File: config.mk
export PLATFORM = sky130hd
export DESIGN_NAME = jump_sequencer
export DESIGN_NICKNAME = d
export VERILOG_FILES = /design/src/rtl/jump_sequencer.sv
export SDC_FILE = /design/constraint.sdc
export NUM_CORES = 1
export LEC_CHECK = 0
export ABC_AREA = 1
export BUFFER_PORTS_ARGS = -buffer_cell sky130_fd_sc_hd__buf_2
export CAP_MARGIN = 20
export CORE_MARGIN = 2
export CORE_UTILIZATION = 32
export DETAILED_ROUTE_END_ITERATION = 10
export SLEW_MARGIN = 20
export SYNTH_ARGS = -nofsm -noshare
export SYNTH_HDL_FRONTEND = slang
export SYNTH_SLANG_ARGS = --single-unit
export TNS_END_PERCENT = 10
File: constraint.sdc
create_clock -name clk -period 2.21 [get_ports clk]
set_input_delay 0.442 -clock clk [delete_from_list [all_inputs] [get_ports clk]]
set_output_delay 0.442 -clock clk [all_outputs]
set_load 0.03 [all_outputs]
File: src/rtl/jump_sequencer.sv
// jump_sequencer: tick-paced jump-arc controller for the obstacle game.
// A rising edge of the jump button launches the arc. On each step
// (a tick while not frozen) the height climbs by STEP up to MAX_HEIGHT,
// holds at the apex for HOLD_TICKS steps, then descends by STEP to ground.
// A cooldown of COOLDOWN_TICKS steps follows each landing. One press made
// during the fall or the cooldown is buffered and relaunches from IDLE.
//
// Ports:
//   clk        in   system clock
//   reset      in   asynchronous active-low reset
//   tick       in   one-cycle frame pulse; motion advances only on tick
//   jump_btn   in   synchronized jump button level
//   freeze     in   pause/collision; holds all sequencing state while high
//   height     out  [W-1:0] current height above ground
//   busy       out  sequencer is not idle
//   airborne   out  height is non-zero
//   apex       out  sequencer is holding at the apex
//   landed     out  one-cycle pulse on the clock where height returns to 0
//   jump_count out  [7:0] completed jumps, saturating at 255
//
// The hold and cooldown counters are 8 bits wide, so HOLD_TICKS and
// COOLDOWN_TICKS must not exceed 255.
module jump_sequencer #(
  parameter int W              = 10,
  parameter int STEP           = 10,
  parameter int MAX_HEIGHT     = 100,
  parameter int HOLD_TICKS     = 3,
  parameter int COOLDOWN_TICKS = 4
) (
  input  logic         clk,
  input  logic         reset,
  input  logic         tick,
  input  logic         jump_btn,
  input  logic         freeze,
  output logic [W-1:0] height,
  output logic         busy,
  output logic         airborne,
  output logic         apex,
  output logic         landed,
  output logic [7:0]   jump_count
);

  typedef enum logic [2:0] {
    IDLE     = 3'd0,
    RISE     = 3'd1,
    HOLD     = 3'd2,
    FALL     = 3'd3,
    COOLDOWN = 3'd4
  } state_t;

  // Arithmetic runs one bit wider than height so the rise sum cannot wrap.
  localparam logic [W:0]   STEP_X    = (W+1)'(STEP);
  localparam logic [W:0]   MAX_X     = (W+1)'(MAX_HEIGHT);
  localparam logic [W-1:0] MAX_H     = W'(MAX_HEIGHT);
  localparam logic [W-1:0] STEP_H    = W'(STEP);
  localparam logic [7:0]   HOLD_INIT = 8'(HOLD_TICKS);
  localparam logic [7:0]   CD_INIT   = 8'(COOLDOWN_TICKS);

  state_t       state_r, state_n;
  logic [W-1:0] height_r, height_n;
  logic [7:0]   hold_cnt_r, hold_n;
  logic [7:0]   cd_cnt_r, cd_n;
  logic         pending_r, pending_n;
  logic         btn_prev_r;
  logic         landed_r, landed_n;
  logic [7:0]   jump_count_r, count_n;

  logic         btn_rise_s;
  logic         step_s;
  logic [W:0]   rise_sum_s;

  assign btn_rise_s = jump_btn & ~btn_prev_r & ~freeze;
  assign step_s     = tick & ~freeze;
  assign rise_sum_s = {1'b0, height_r} + STEP_X;

  // State and datapath registers, including the button edge history.
  always_ff @(posedge clk or negedge reset) begin
    if (!reset) begin
      state_r      <= IDLE;
      height_r     <= {W{1'b0}};
      hold_cnt_r   <= 8'd0;
      cd_cnt_r     <= 8'd0;
      pending_r    <= 1'b0;
      btn_prev_r   <= 1'b0;
      landed_r     <= 1'b0;
      jump_count_r <= 8'd0;
    end else begin
      state_r      <= state_n;
      height_r     <= height_n;
      hold_cnt_r   <= hold_n;
      cd_cnt_r     <= cd_n;
      pending_r    <= pending_n;
      btn_prev_r   <= jump_btn;
      landed_r     <= landed_n;
      jump_count_r <= count_n;
    end
  end

  // Next-state and datapath update; freeze leaves everything as it is.
  always_comb begin
    state_n   = state_r;
    height_n  = height_r;
    hold_n    = hold_cnt_r;
    cd_n      = cd_cnt_r;
    pending_n = pending_r;
    landed_n  = 1'b0;
    count_n   = jump_count_r;
    if (!freeze) begin
      case (state_r)
        IDLE: begin
          // Launch only changes state; a coincident tick moves nothing.
          if (btn_rise_s || pending_r) begin
            state_n   = RISE;
            pending_n = 1'b0;
          end else begin
            state_n = IDLE;
          end
        end
        RISE: begin
          if (step_s) begin
            if (rise_sum_s >= MAX_X) begin
              height_n = MAX_H;
              state_n  = HOLD;
              hold_n   = HOLD_INIT;
            end else begin
              height_n = rise_sum_s[W-1:0];
            end
          end else begin
            height_n = height_r;
          end
        end
        HOLD: begin
          if (step_s) begin
            if (hold_cnt_r <= 8'd1) begin
              state_n = FALL;
            end else begin
              hold_n = hold_cnt_r - 8'd1;
            end
          end else begin
            hold_n = hold_cnt_r;
          end
        end
        FALL: begin
          if (btn_rise_s) begin
            pending_n = 1'b1;
          end else begin
            pending_n = pending_r;
          end
          if (step_s) begin
            if ({1'b0, height_r} <= STEP_X) begin
              height_n = {W{1'b0}};
              landed_n = 1'b1;
              if (jump_count_r != 8'd255) begin
                count_n = jump_count_r + 8'd1;
              end else begin
                count_n = jump_count_r;
              end
              if (COOLDOWN_TICKS == 0) begin
                state_n = IDLE;
              end else begin
                state_n = COOLDOWN;
                cd_n    = CD_INIT;
              end
            end else begin
              height_n = height_r - STEP_H;
            end
          end else begin
            height_n = height_r;
          end
        end
        COOLDOWN: begin
          if (btn_rise_s) begin
            pending_n = 1'b1;
          end else begin
            pending_n = pending_r;
          end
          if (step_s) begin
            if (cd_cnt_r <= 8'd1) begin
              state_n = IDLE;
            end else begin
              cd_n = cd_cnt_r - 8'd1;
            end
          end else begin
            cd_n = cd_cnt_r;
          end
        end
        default: begin
          state_n  = IDLE;
          height_n = {W{1'b0}};
        end
      endcase
    end else begin
      state_n = state_r;
    end
  end

  assign height     = height_r;
  assign busy       = (state_r != IDLE);
  assign airborne   = (height_r != {W{1'b0}});
  assign apex       = (state_r == HOLD);
  assign landed     = landed_r;
  assign jump_count = jump_count_r;

endmodule

==> impl_summary.log <==
[metrics] run status: finished clean
[metrics] post-cts repair resize count: 0
[metrics] post-synthesis sequential area ratio: 35.94%
[metrics] post-synthesis instance area: 0.002715 mm^2
[metrics] Placement Rows: 33
[metrics] final number of hold-violating endpoints: 0
[metrics] peak supply drop: 0.6118 mV
[metrics] type of destination of the critical path: flop
[metrics] clock skew after layout: 0.007104 ns
[metrics] register area: 975.9 um^2
[metrics] ratio of final minimum period to clock period: 87.93%
[metrics] switching share of power: 50.33%
[metrics] number of cells after detailed placement: 481
[metrics] leakage power total: 1.566 nW
[metrics] vertical die dimension: 96.11 um
[metrics] Gate Count Post-Synth: 356
[metrics] Final Critical Period: 1.943 ns
[metrics] detailed-routing iteration count for the pre-antenna-repair pass: 4
[metrics] post-route antenna net violation count: 0
[metrics] vias per cell: 4.804
[metrics] setup slack at placement: 0.2671 ns
[metrics] # IOs: 27
[metrics] Port Buffer Count: 25
[metrics] initial core utilization: 33.04%
[metrics] number of unique standard cell types used by synthesis: 38
[metrics] WS Path Type: reg -> reg
[metrics] final number of max-transition violations: 0
[metrics] Cell Count, Final, Fillers Out: 489
[metrics] count of nets after finishing: 396
[metrics] area of the die: 0.009237 mm^2
[metrics] Hold Buf Count CTS: 0
[metrics] Net Sw Power: 2.080 mW
[metrics] fill cell total of the finished layout: 835
[metrics] most numerous cell in the Yosys netlist: sky130_fd_sc_hd__nand2_1
[metrics] sum of negative setup slack: 0 ns
[metrics] antenna violations before repair: 0
[metrics] internal power consumption: 2.052 mW
[metrics] cell at the slowest stage of the critical path: sky130_fd_sc_hd__dfrtp_1
[metrics] data required time at the worst endpoint: 2.44 ns
[metrics] total congestion overflow: 0
[metrics] fraction of synthesized cell area taken by the top area cell type: 35.94%
[metrics] Post-route DRC: 0
[metrics] HPWL after detailed placement: 4573 um
[metrics] cell types occupying the most area after synthesis: sky130_fd_sc_hd__dfrtp_1, sky130_fd_sc_hd__nand2_1, sky130_fd_sc_hd__xor2_1, sky130_fd_sc_hd__nand4_1, sky130_fd_sc_hd__nor2_1
[metrics] total of flip-flops plus latches after synthesis: 39
[metrics] maximum clock frequency: 514.6 MHz
[metrics] Num CTS Buffers: 5
[metrics] signed area change from the synthesized netlist to the final layout: 12.30%
[metrics] worst hold-check slack: 0.1004 ns
[metrics] TritonCTS clock tree: done
[metrics] fraction of final layout cells with drive strength greater than 1: 18.75%
[metrics] wire length of the first global-routing pass: 10240 um
[metrics] clk root buf: sky130_fd_sc_hd__clkbuf_8
[metrics] Synthesis Warnings: 0
[metrics] total nets after synthesis: 369
[metrics] Core ar.: 0.008217 mm^2
[metrics] vias after detailed routing: 2349
[metrics] CTS clock-pin slew for the worst setup and hold paths: 0.08 ns
[metrics] DR WL/cell: 12.26 um
[metrics] die width: 96.11 um
[metrics] clock sink count: 39
[metrics] share of flip-flops with an asynchronous set or reset: 100.0%
[metrics] pin count of the biggest net entering global routing: 21
[metrics] aggregate routed wire length: 5994 um
[metrics] Bufs on Longest Clock Path: 2
[metrics] sequential cell fraction of total power: 29.3%
[metrics] CP peak stage delay: 0.45 ns
[metrics] initial drt markers: 109
[metrics] per-instance average area after synthesis: 7.627 um^2
[metrics] post-synthesis cell type with the largest combined area: sky130_fd_sc_hd__dfrtp_1
[metrics] worst skew pair latency: 0.29 ns
[metrics] HP Class: in -> async
[metrics] via count of the first global-routing pass: 2186
[metrics] Clock H-tree levels: 2
[metrics] number of enable-type register cells in the synthesized netlist: 0
[metrics] aggregate global-route resource usage: 14.18%
[metrics] fraction of power consumed by the clock network: 15.4%
[metrics] final worst-path setup slack: 0.2669 ns
[metrics] setup-violating endpoint count in the final report: 0
[metrics] arrival time at the worst endpoint: 2.17 ns
[metrics] Pwr per Cell Area: 1355 mW/mm^2
[metrics] GPL Wtd Cong: 0.9170
[metrics] maximum fanout count along the critical path: 16
[metrics] Critical Path Start Type: flop
[metrics] critical-path cell list: inv_1 > ha_1 > nand2_1 > nor3_1 > nand2_1 > nand2_2 > nand3_2 > a21oi_4 > o21ai_0 > o21ai_1
[metrics] postcts setup bufs: 0
[metrics] RSZ-0062 raised after global routing: no
[metrics] area taken by multi-input logic gates: 0.001506 mm^2
[metrics] Top FF cell, synth: sky130_fd_sc_hd__dfrtp_1
[metrics] most prevalent standard cell on the critical path: sky130_fd_sc_hd__nand2_1
[metrics] share of power burned in combinational logic: 55.3%
[metrics] max cap viols: 0
[metrics] antenna diode count: 0
[metrics] Commonest cells post-synth: sky130_fd_sc_hd__nand2_1, sky130_fd_sc_hd__dfrtp_1, sky130_fd_sc_hd__nor2_1
[layer usage]
| layer | vias up | global-route usage, % | wire length (um) |
|---|---|---|---|
| li1 | 1211 | - | - |
| met1 | 1094 | 19.89 | 2991 |
| met2 | 40 | 21.70 | 2678 |
| met3 | 4 | 2.819 | 260 |
| met4 | 0 | 4.881 | 63 |
| met5 | - | 0 | 0 |
[layout make-up]
| class | count | share of cell area [%] |
|---|---|---|
| Timing Repair Buffer | 28 | 5.252 |
| Tap cell | 105 | 4.309 |
| Multi-Input combinational cell | 268 | 49.40 |
| Sequential cell | 39 | 32.01 |
| Inverter | 41 | 5.170 |
| Clock inverter | 2 | 1.149 |
| Clock buffer | 6 | 2.708 |
[worst max-delay path: cells and delay by family (launching register included)]
family	cells	cell delay, ns
flip-flops	1	0.45
AND/OR/NAND/NOR	5	0.52
buffers and inverters	1	0.13
adder cells (fa/ha/maj)	1	0.17
AO/OA/AOI/OAI	3	0.60
[logic make-up after synthesis]
| kind of cell | Yosys count | share of synthesized area, % |
|---|---|---|
| compound gates | 38 | 8.249 |
| other cells | 1 | 0.1381 |
| flops | 39 | 35.94 |
| xor+xnor | 23 | 7.419 |
| fa+ha+maj | 8 | 3.687 |
| buf+inv | 49 | 8.571 |
| simple gates | 198 | 35.99 |
[path summary, 6_finish.rpt]
check | from | to | slack (ns) | cells past startpoint
setup / recovery | height[2] | cd_cnt_r[2] | 0.27 | 10
hold / removal | reset | height[1] | 0.10 | 1
setup reg to reg | height[2] | cd_cnt_r[2] | 0.27 | 10
hold reg to reg | hold_cnt_r[7] | hold_cnt_r[7] | 0.48 | 2
max in group asynchronous | reset | cd_cnt_r[7] | 1.63 | 2
min in group clk | jump_btn | btn_prev_r | 0.27 | 1
[per-stage QoR]
step	util [%]	area, um^2	total power [mW]
2_1_floorplan	-	2715	3.042
3_3_place_gp	35.68	2932	3.480
3_5_place_dp	35.68	2932	3.502
4_1_cts	37.11	3049	4.155
5_1_grt	37.11	3049	4.498
6_report	37.11	3049	4.132
[flip-flops by register name, indices dropped and copies added, names as in the netlist]
| signal | cells |
|---|---|
| pending_r | 1 |
| cd_cnt_r | 8 |
| state_r | 3 |
| landed | 1 |
| height | 9 |
| hold_cnt_r | 8 |
| jump_count | 8 |
| btn_prev_r | 1 |
[power by group through the flow]
stage	logic, mW	registers (mW)	clock network [mW]
after floorplan	1.77	1.27	0
after global placement	2.26	1.22	0
after detailed placement	2.28	1.22	0
after CTS	2.29	1.21	0.651
after global routing	2.56	1.25	0.689
final	2.28	1.21	0.636
[cells in the final DEF, fill, tap and decap left out, types with 2 or more instances in the layout]
cell type	Yosys	layout
sky130_fd_sc_hd__nand3_2	4	4
sky130_fd_sc_hd__nand3_1	20	20
sky130_fd_sc_hd__o21ai_0	15	15
sky130_fd_sc_hd__xnor2_1	6	6
sky130_fd_sc_hd__a21oi_1	3	3
sky130_fd_sc_hd__o21ai_1	11	11
sky130_fd_sc_hd__buf_4	2	2
sky130_fd_sc_hd__inv_2	9	9
sky130_fd_sc_hd__xor2_1	17	17
sky130_fd_sc_hd__nand2_2	5	5
sky130_fd_sc_hd__ha_1	8	8
sky130_fd_sc_hd__inv_1	30	30
sky130_fd_sc_hd__nand4_1	20	20
sky130_fd_sc_hd__nor2_4	2	2
sky130_fd_sc_hd__nor2_2	5	5
sky130_fd_sc_hd__buf_2	0	25
sky130_fd_sc_hd__o21ai_2	2	2
sky130_fd_sc_hd__nor3_1	6	6
sky130_fd_sc_hd__nor2_1	32	32
sky130_fd_sc_hd__nand2_1	96	96
sky130_fd_sc_hd__nand3_4	2	2
sky130_fd_sc_hd__dfrtp_1	39	39
sky130_fd_sc_hd__clkinv_2	1	2
sky130_fd_sc_hd__o211ai_1	2	2
sky130_fd_sc_hd__clkbuf_8	0	6
No activity file was read; power rests on OpenSTA's default activity.
